$ cat config.mk
export PLATFORM = sky130hd
export DESIGN_NAME = cpu_sequencer
export DESIGN_NICKNAME = d
export VERILOG_FILES = /design/src/rtl/cpu_sequencer.sv
export SDC_FILE = /design/constraint.sdc
export NUM_CORES = 1
export LEC_CHECK = 0
export ABC_AREA = 1
export CAP_MARGIN = 15
export CORE_MARGIN = 8
export CORE_UTILIZATION = 35
export DETAILED_ROUTE_END_ITERATION = 10
export GPL_TIMING_DRIVEN = 0
export PLACE_DENSITY = 0.8
export SYNTH_ARGS = -nofsm -noshare
export SYNTH_HDL_FRONTEND = slang
export SYNTH_SLANG_ARGS = --single-unit
$ cat constraint.sdc
create_clock -name clock -period 3.7 [get_ports clock]
set_input_delay 0.555 -clock clock [delete_from_list [all_inputs] [get_ports clock]]
set_output_delay 0.555 -clock clock [all_outputs]
set_load 0.05 [all_outputs]
$ cat src/rtl/cpu_sequencer.sv
// cpu_sequencer: fetch/execute control sequencer for a microcoded CPU.
//
// Latches an instruction into IR during FETCH. It then steps through up to four
// EXEC cycles, driving the decoder-supplied control word onto the datapath.
// An external halt request parks it in HALT.
//
// Ports:
//   clock      in   system clock, rising-edge active
//   reset      in   asynchronous active-high reset
//   instr_in   in   [31:0] instruction word from instruction memory
//   mem_ready  in   instr_in valid this cycle
//   halt_req   in   request to stop fetching (sampled only in FETCH/HALT)
//   cw_dec     in   [32:0] decoder control word (combinational from IR/state/status)
//   flags_in   in   [4:0] ALU status flags
//   IR         out  [31:0] instruction register
//   state      out  [1:0] execute-step index
//   status     out  [4:0] status register
//   cw         out  [32:0] control word to the datapath
//   fetching   out  high in FETCH
//   halted     out  high in HALT
//   seq_error  out  sticky step-counter overrun flag
module cpu_sequencer (
  input  logic        clock,
  input  logic        reset,
  input  logic [31:0] instr_in,
  input  logic        mem_ready,
  input  logic        halt_req,
  input  logic [32:0] cw_dec,
  input  logic [4:0]  flags_in,
  output logic [31:0] IR,
  output logic [1:0]  state,
  output logic [4:0]  status,
  output logic [32:0] cw,
  output logic        fetching,
  output logic        halted,
  output logic        seq_error
);

  // Control word with every enable low, PC holding and all register selects at r31.
  localparam logic [32:0] NopCw = {1'b0,          // alu_en
                                   1'b0,          // alu_bs
                                   5'd0,          // alu_fs
                                   1'b0,          // rf_b_en
                                   5'd31,         // rf_sa
                                   5'd31,         // rf_sb
                                   5'd31,         // rf_da
                                   1'b0,          // rf_w
                                   1'b0,          // ram_en
                                   1'b0,          // ram_w
                                   1'b0,          // pc_en
                                   2'b00,         // pc_fs
                                   1'b0,          // pc_is
                                   1'b0,          // status_ld
                                   2'b00};        // next_state

  localparam logic [2:0] MaxSteps = 3'd4;

  typedef enum logic [1:0] {StFetch, StExec, StHalt} phase_e;

  phase_e      phase_q, phase_d;
  logic [31:0] ir_q, ir_d;
  logic [1:0]  state_q, state_d;
  logic [4:0]  status_q, status_d;
  logic [2:0]  step_q, step_d;       // EXEC cycles completed for the current instruction
  logic        err_q, err_d;

  logic [2:0]  step_inc;
  assign step_inc = step_q + 3'd1;

  always_ff @(posedge clock or posedge reset) begin
    if (reset) begin
      phase_q  <= StFetch;
      ir_q     <= 32'd0;
      state_q  <= 2'd0;
      status_q <= 5'd0;
      step_q   <= 3'd0;
      err_q    <= 1'b0;
    end else begin
      phase_q  <= phase_d;
      ir_q     <= ir_d;
      state_q  <= state_d;
      status_q <= status_d;
      step_q   <= step_d;
      err_q    <= err_d;
    end
  end

  always_comb begin
    phase_d  = phase_q;
    ir_d     = ir_q;
    state_d  = state_q;
    status_d = status_q;
    step_d   = step_q;
    err_d    = err_q;
    unique case (phase_q)
      StFetch: begin
        // Halt wins over an instruction that is ready in the same cycle.
        if (halt_req) begin
          phase_d = StHalt;
        end else if (mem_ready) begin
          ir_d    = instr_in;
          state_d = 2'd0;
          step_d  = 3'd0;
          phase_d = StExec;
        end
      end
      StExec: begin
        step_d = step_inc;
        if (cw_dec[2]) begin
          status_d = flags_in;
        end
        if (cw_dec[1:0] == 2'd0) begin
          state_d = 2'd0;
          step_d  = 3'd0;
          phase_d = StFetch;
        end else if (step_inc == MaxSteps) begin
          // Microcode asked for a fifth step: abort back to FETCH and flag it.
          state_d = 2'd0;
          step_d  = 3'd0;
          err_d   = 1'b1;
          phase_d = StFetch;
        end else begin
          state_d = cw_dec[1:0];
        end
      end
      StHalt: begin
        if (!halt_req) begin
          phase_d = StFetch;
        end
      end
      default: begin
        phase_d = StFetch;
      end
    endcase
  end

  always_comb begin
    cw       = NopCw;
    fetching = 1'b0;
    halted   = 1'b0;
    unique case (phase_q)
      StFetch: fetching = 1'b1;
      StExec:  cw       = cw_dec;
      StHalt:  halted   = 1'b1;
      default: fetching = 1'b1;
    endcase
  end

  assign IR        = ir_q;
  assign state     = state_q;
  assign status    = status_q;
  assign seq_error = err_q;

endmodule

Yosys cells after proc, flatten, opt, wreduce, memory -nomap -nowiden
Index checks and enable logic that the tools add are counted.

word-level totals
  register bits = 45
  input bits = 74
  memory bits (writable) = 0
  ROM bits = 0
  logic and storage cells = 45
  memories kept = 0
  output and inout bits = 75
  bits in latches = 0

cells by class
  muxes and demuxes = 19
  divide/modulo/power cells = 0
  add/subtract/negate cells = 1
  shift-type cells = 0
  magnitude comparators = 0
  bitwise operators = 2
  reductions and logical operators = 9
  equality and inequality tests = 8
  multiply operators = 0

operators by type and width
  operator               number
  $mux W33               1
  $mux W2                9
  $mux W3                4
  $reduce_and A3 Y1      4
  $ne A2 B2 Y1 const B   3
  $ne A3 B3 Y1 const B   2
  $pmux W2 S3            1
  $pmux W3 S2            1
  $logic_not A2 Y1       2
  $pmux W2 S2            1
  $add A3 B1 Y3 const B  1
  $eq A3 B3 Y1 const B   1
  $eq A2 B1 Y1 const B   1
  $eq A2 B2 Y1 const B   1
  $mux W1                2
  $not A1 Y1             2
  $reduce_and A2 Y1      1
  $reduce_bool A2 Y1     1
  $reduce_or A2 Y1       1

Longest topological paths before layout
Gate-level depths: netlist of run 1.

  depth after elaboration = 5
  gate-level depth with buffers = 9
  mapped depth without buffers = 8

Worst setup path before layout of run 1
Ideal clock, no wire load.

  kind = register -> output
  start point = reg phase_q[1]
  end point = out cw[15]
  cell stages (with the launch flop) = 6
  arrival = 1321 ps
  buffers on the path = 2
  slack = 1824 ps
  data required time = 3145 ps
  cell sequence = dfrtp_1 inv_1 ha_1 buf_2 clkbuf_1 nand2_1

between the ends
  longest elaborated chain between the ends = 2

ends and longest elaborated chain
  item                    RTL line  text
  from (decl)             60        phase_e phase_q, phase_d;
  from (signal assigned)  72        phase_q <= StFetch;
  from (signal assigned)  79        phase_q <= phase_d;
  $eq A2 B1 Y1            141       unique case (phase_q)
  $mux W33                141
  to (decl)               33        output logic [32:0] cw,

No other way between the ends.

Worst setup path in the final report of run 1
  start point = reg phase_q[1]
  end point = out cw[26]

The elaborated chain is that of the path after synthesis.

==> results of run 1 <==
path summary, 6_finish.rpt:
check,start,cells after the start,slack [ps],to
setup / recovery,phase_q[1],7,890,cw[26]
hold / removal,IR[7],2,480,IR[7]
setup reg to reg,phase_q[1],9,2250,phase_q[0]
hold reg to reg,IR[7],2,480,IR[7]
max in group asynchronous,reset,3,2570,IR[20]
min in group asynchronous,reset,2,630,state[1]
worst max-delay path, stage by stage, from the launching register on:
cell	delay [ps]
dfrtp_1	400
inv_1	80
ha_1	130
buf_2	160
buf_2	220
nand2_1	70
inv_1	60
clkdlybuf4s50_1	830
Yosys cell counts:
| master | instances |
|---|---|
| inv_4 | 1 |
| o21ai_0 | 1 |
| nor2_1 | 6 |
| buf_6 | 2 |
| o21bai_1 | 1 |
| inv_1 | 46 |
| dfrtp_1 | 45 |
| buf_8 | 1 |
| ha_1 | 5 |
| nand3_4 | 1 |
| nand2_1 | 152 |
| a21oi_1 | 3 |
| buf_2 | 6 |
| nand2_2 | 10 |
| nand3_1 | 5 |
| nand2_4 | 1 |
| clkbuf_1 | 1 |
| o21ai_1 | 1 |
state kept, by name, summed over array words and instances, names as in the netlist:
register   flops
IR            32
phase_q        2
seq_error      1
state          2
status         5
step_q         3
metrics by stage:
step	area (um2)	setup slack (ps)	hold slack, ps
floorplan	2180	1820	467
global placement	3760	965	461
detailed placement	3780	977	465
CTS	3870	854	486
global route	3870	719	507
finish	3870	890	482
report_power, final:
group          leakage, nW  switching [mW]  internal [mW]
Sequential           0.563           0.128          0.717
Combinational         1.41            1.53          0.740
Clock               0.0450           0.157          0.131
Total                 2.02            1.82           1.59
metal layers:
layer / global-route usage / vias to the layer above / routed length, um
met3: 0.0476 / 7 / 508
met2: 0.290 / 66 / 3790
met4: 0.0325 / 0 / 59
li1: - / 1138 / -
met5: 0 / - / 0
met1: 0.176 / 1011 / 2750
area by class of cell:
type	instances	area [um2]
Fill cell	515	2090
Timing Repair Buffer	149	1510
Sequential cell	45	1130
Multi-Input combinational cell	186	805
Inverter	47	179
Tap cell	75	93.8
Clock buffer	6	72.6
Buffer	10	71.3
Clock inverter	2	10.0
kinds of logic after synthesis:
family,Yosys count
AO/OA/AOI/OAI,6
adder cells (fa/ha/maj),5
buffers and inverters,57
flip-flops,45
AND/OR/NAND/NOR,175
==> qor.csv, run 1 <==
stage,metric,value,unit
clock_tree,cts_made_buffers,5,
die,die-width,94.9,um
yosys,synth_nets,367,
hold_path,hold_path_class,flip-flop to flip-flop,
die,core,5960,um2
yosys,synth_top_family_by_area,simple AND/OR/NAND/NOR gates,
timing,drv_slew,0,
final_layout,diodes,0,
timing,fin_crit_sh,0.759,
drt,first_iter_violations,83,
drt,dr.pass1.iters,4,
drt,wl_per_cell,13.7,um
yosys,ys_seq_area_frac,0.516,
critical_path,start_kind,flip-flop,
timing,fin_tns_setup,0,ps
yosys,synthesis.area,2180,um2
critical_path,cp_max_fo,10,
yosys,synth_compound_gate_area_share,0.0149,
timing,rsz0062_at_grt,false,
yosys,synthSimpleGateAreaFrac,0.325,
clock_tree,ctsLongestPathBuffers,2,
yosys,synth_top_area_cell,dfrtp_1,
final_layout,final_nets,523,
yosys,synthMuxAreaShare,0,
place,gp_congestion,0.777,
place,placed_cells,512,
global_routing,grt_pass1_vias,2314,
drt,routed_wl,7.10,mm
clock_tree,htreeDepth,2,
run_status,status,"complete, no violations",
timing,slew_headroom,0.640,
timing,fin_crit,2810,ps
yosys,syn-instance-count,288,
die,dieArea,9010,um2
drt,ant_nets,0,
place,dpl.hpwl,5.86,mm
clock_tree,cts_hold_buffers,0,
clock_tree,tritoncts,yes,
yosys,synth-adder-area-share,0.0287,
final_layout,drive_gt1_frac,0.0697,
global_routing,track_usage,0.158,
die,io_pins,149,
clock_tree,clock_sinks,45,
critical_path,end_kind,output port,
clock_tree,post_cts_resized,0,
global_routing,grt_max_degree,24,
drt,vias,2222,
yosys,ys.warnings.count,0,
power,irDropWorstVdd,0.000495,V
timing,tightest_slew,538,ps
critical_path,crit_required,3140,ps
final_layout,mostFrequentLayoutCells,"nand2_1 (152), clkdlybuf4s50_1 (148), dfrtp_1 (45), inv_1 (45), nand2_2 (10)",
final_layout,postLayoutCoreUtil,0.649,
final_layout,syn_to_final_growth,77.3,%
global_routing,grt_pass1_wl,11.3,mm
clock_tree,clk_pin_slew,80,ps
global_routing,grt-ovfl-total,0,
clock_tree,ctsRootBufferMaster,clkbuf_8,
yosys,syn_area_per_cell,7.57,um2
power,leakagePower,2.02,nW
power,finalPower,3.41,mW
critical_path,crit_type,flip-flop to output port,
final_layout,layout_commonest_cell,nand2_1,
drt,drc,0,
die,die_y,94.9,um
die,rows,28,
yosys,synth-xor-area-share,0,
power,powerDensity,881,nW/um2
final_layout,instances_no_fill,520,
timing,setup_viol,0,
clock_tree,cts_setup_buffers,0,
timing,timing.fmax,0.356,GHz
global_routing,antenna_found_initial,0,
timing,finalHoldViolCount,0,
critical_path,worstPathArrival,2250,ps
yosys,synth_seq_cells,45,
yosys,synth_top_area_frac,0.516,
job,drv_cap,0,
yosys,netlist_top_cells_area,"dfrtp_1 (52%), nand2_1 (26%), inv_1 (7.9%)",
clock_tree,insertion_delay,290,ps
die,initial_core_util,0.366,
drt,viasPerCell,4.27,
place,numPortBuffers,148,
yosys,ys_types,18,
timing,skew,4.05,ps
Power figures use the tool's default switching activity.
==> run 2: changes to the inputs <==
CORE_UTILIZATION = 32   (was 35)
PLACE_DENSITY = 0.77   (was 0.8)
clock period = 2.55 ns   (was 3.7 ns; I/O delays follow)
==> run 2 against run 1 <==
  * Cell count grew 0.77%
  * Sequential power is 45% higher
  * Worst hold slack got worse by 75 ps
  * Clock skew rose by 4.6 ps
  * Critical path type unchanged
==> qor.csv, run 2 (synthesis results as in run 1) <==
stage,metric,value,unit
final_layout,mostFrequentLayoutCells,"nand2_1 (152), clkdlybuf4s50_1 (116), dfrtp_1 (45), inv_1 (45), dlygate4sd2_1 (27)",
timing,fin_crit_sh,0.952,
critical_path,cp_common_cell,inv_1,
critical_path,path_delay_family,buffers and inverters,
place,pre_cts_ws,185,ps
power,p_switching,2.62,mW
final_layout,syn_to_final_growth,76.6,%
critical_path,crit_required,2170,ps
power,intPower,2.26,mW
power,combPwrFrac,0.659,
power,powerDensity,1270,nW/um2
drt,wl_per_cell,13.3,um
drt,ant_nets,0,
power,pwr-share-seq,0.250,
timing,fin_tns_setup,0,ps
power,power_frac_clock,0.091,
job,drv_cap,0,
critical_path,slowest_delay,810,ps
power,leakagePower,2.09,nW
final_layout,fin_area,3850,um2
final_layout,instances_no_fill,524,
timing,setup_ws,123,ps
final_layout,seqCellArea,1130,um2
timing,hold_ws,407,ps
timing,setup_viol,0,
timing,skew,8.62,ps
critical_path,cp_max_fo,7,
final_layout,postLayoutCoreUtil,0.576,
timing,tightest_slew,523,ps
final_layout,largest_register_ff_count,32,
global_routing,grt_max_degree,30,
power,irDropWorstVdd,0.000701,V
die,die_y,98.6,um
global_routing,antenna_found_initial,0,
drt,routed_wl,6.99,mm
critical_path,start_kind,flip-flop,
place,placed_cells,517,
final_layout,diodes,0,
global_routing,grt_pass1_vias,2322,
critical_path,reg2reg_to,IR[26],
critical_path,crit_buf_inv,4,
global_routing,track_usage,0.142,
critical_path,critPathSlowestCell,clkdlybuf4s50_1,
clock_tree,htreeDepth,2,
critical_path,r2r_setup_slack,1110,ps
power,switching_share,0.537,
timing,slew_headroom,0.650,
drt,first_iter_violations,33,
clock_tree,tritoncts,yes,
place,place_area,3780,um2
critical_path,rr_worst_depth,6,
die,core,6680,um2
place,numPortBuffers,148,
die,dieArea,9710,um2
clock_tree,ctsRootBufferMaster,clkbuf_8,
drt,viasPerCell,4.32,
timing,finalHoldViolCount,0,
final_layout,multiInputGateArea,805,um2
drt,dr.pass1.iters,4,
hold_path,hold_path_class,input pin to async pin,
global_routing,grt-ovfl-total,0,
final_layout,final_nets,523,
run_status,status,"complete, no violations",
global_routing,grt_pass1_wl,11.3,mm
clock_tree,insertion_delay,290,ps
critical_path,r2r-start,phase_q[0],
clock_tree,ctsLongestPathBuffers,2,
clock_tree,cts_hold_buffers,0,
timing,timing.fmax,0.412,GHz
die,die-width,98.6,um
place,dpl.hpwl,5.78,mm
place,gp_congestion,0.851,
critical_path,critical_path.cell_chain,inv_1 > ha_1 > buf_2 > nand2_1 > inv_1 > clkdlybuf4s50_1,
timing,drv_slew,0,
die,rows,30,
final_layout,drive_gt1_frac,0.0698,
timing,rsz0062_at_grt,false,
die,io_pins,149,
clock_tree,cts_made_buffers,5,
final_layout,nFillCells,628,
drt,vias,2263,
timing,fin_crit,2430,ps
die,initial_core_util,0.326,
critical_path,worstPathArrival,2040,ps
critical_path,end_kind,output port,
clock_tree,clk_pin_slew,80,ps
drt,drc,0,
clock_tree,clock_sinks,45,
power,finalPower,4.89,mW
critical_path,crit_type,flip-flop to output port,
final_layout,layout_commonest_cell,nand2_1,
run 2: cell types whose count changed in the layout (fill, tap and decap cells not counted), moves of 2 or more:
| cell | before | now |
|---|---|---|
| clkinv_2 | 2 | 0 |
| dlymetal6s2s_1 | 0 | 5 |
| clkdlybuf4s50_1 | 148 | 116 |
| dlygate4sd2_1 | 0 | 27 |
run 2: final cells by class:
class                      instances  share of cell area
inverter                          47              0.0465
sequential                        45               0.292
buffer                            10              0.0185
clock buffer                       6              0.0214
multi-input combinational        186               0.209
timing repair buffer             149               0.384
tap                               80              0.0260
clock inverter                     1             0.00195
run 2: worst reg2reg max path: cells and delay by family, from the launching register on:
kind	cells	cell delay, ps
flops	1	410
buf+inv	2	330
simple gates	3	310
fa+ha+maj	1	270
run 2: power groups by stage:
stage	combinational, mW	sequential [mW]	clock [mW]
2_1_floorplan	1.11	2.26	0
3_3_place_gp	3.27	1.22	0
3_5_place_dp	3.32	1.24	0
4_1_cts	3.26	1.23	0.461
5_1_grt	3.43	1.27	0.485
6_report	3.22	1.22	0.443
run 2: how the worst max path moves through the flow:
| stage | startpoint | to | slack, ps | cells after the start |
|---|---|---|---|---|
| final | phase_q[1] | cw[1] | 120 | 6 |
| after global routing | phase_q[1] | cw[2] | 9 | 6 |
| after CTS | phase_q[1] | cw[13] | 5 | 6 |
| after detailed placement | cw_dec[2] | cw[2] | 180 | 4 |
| after global placement | reset | IR[28] | 150 | 2 |
| after floorplan | phase_q[1] | cw[15] | 850 | 5 |
run 2: routing by layer:
layer	vias up	wire, um	GRT usage
li1	1137	-	-
met5	-	0	0
met4	0	59	0.0342
met3	4	683	0.0620
met1	1020	2940	0.151
met2	102	3310	0.252
run 2: repair_timing:
action	CTS	global route
gates cloned	0	0
endpoints found under the hold margin	0	0
gates resized for setup	27	5
buffers inserted	0	0
setup endpoints to repair	27	5
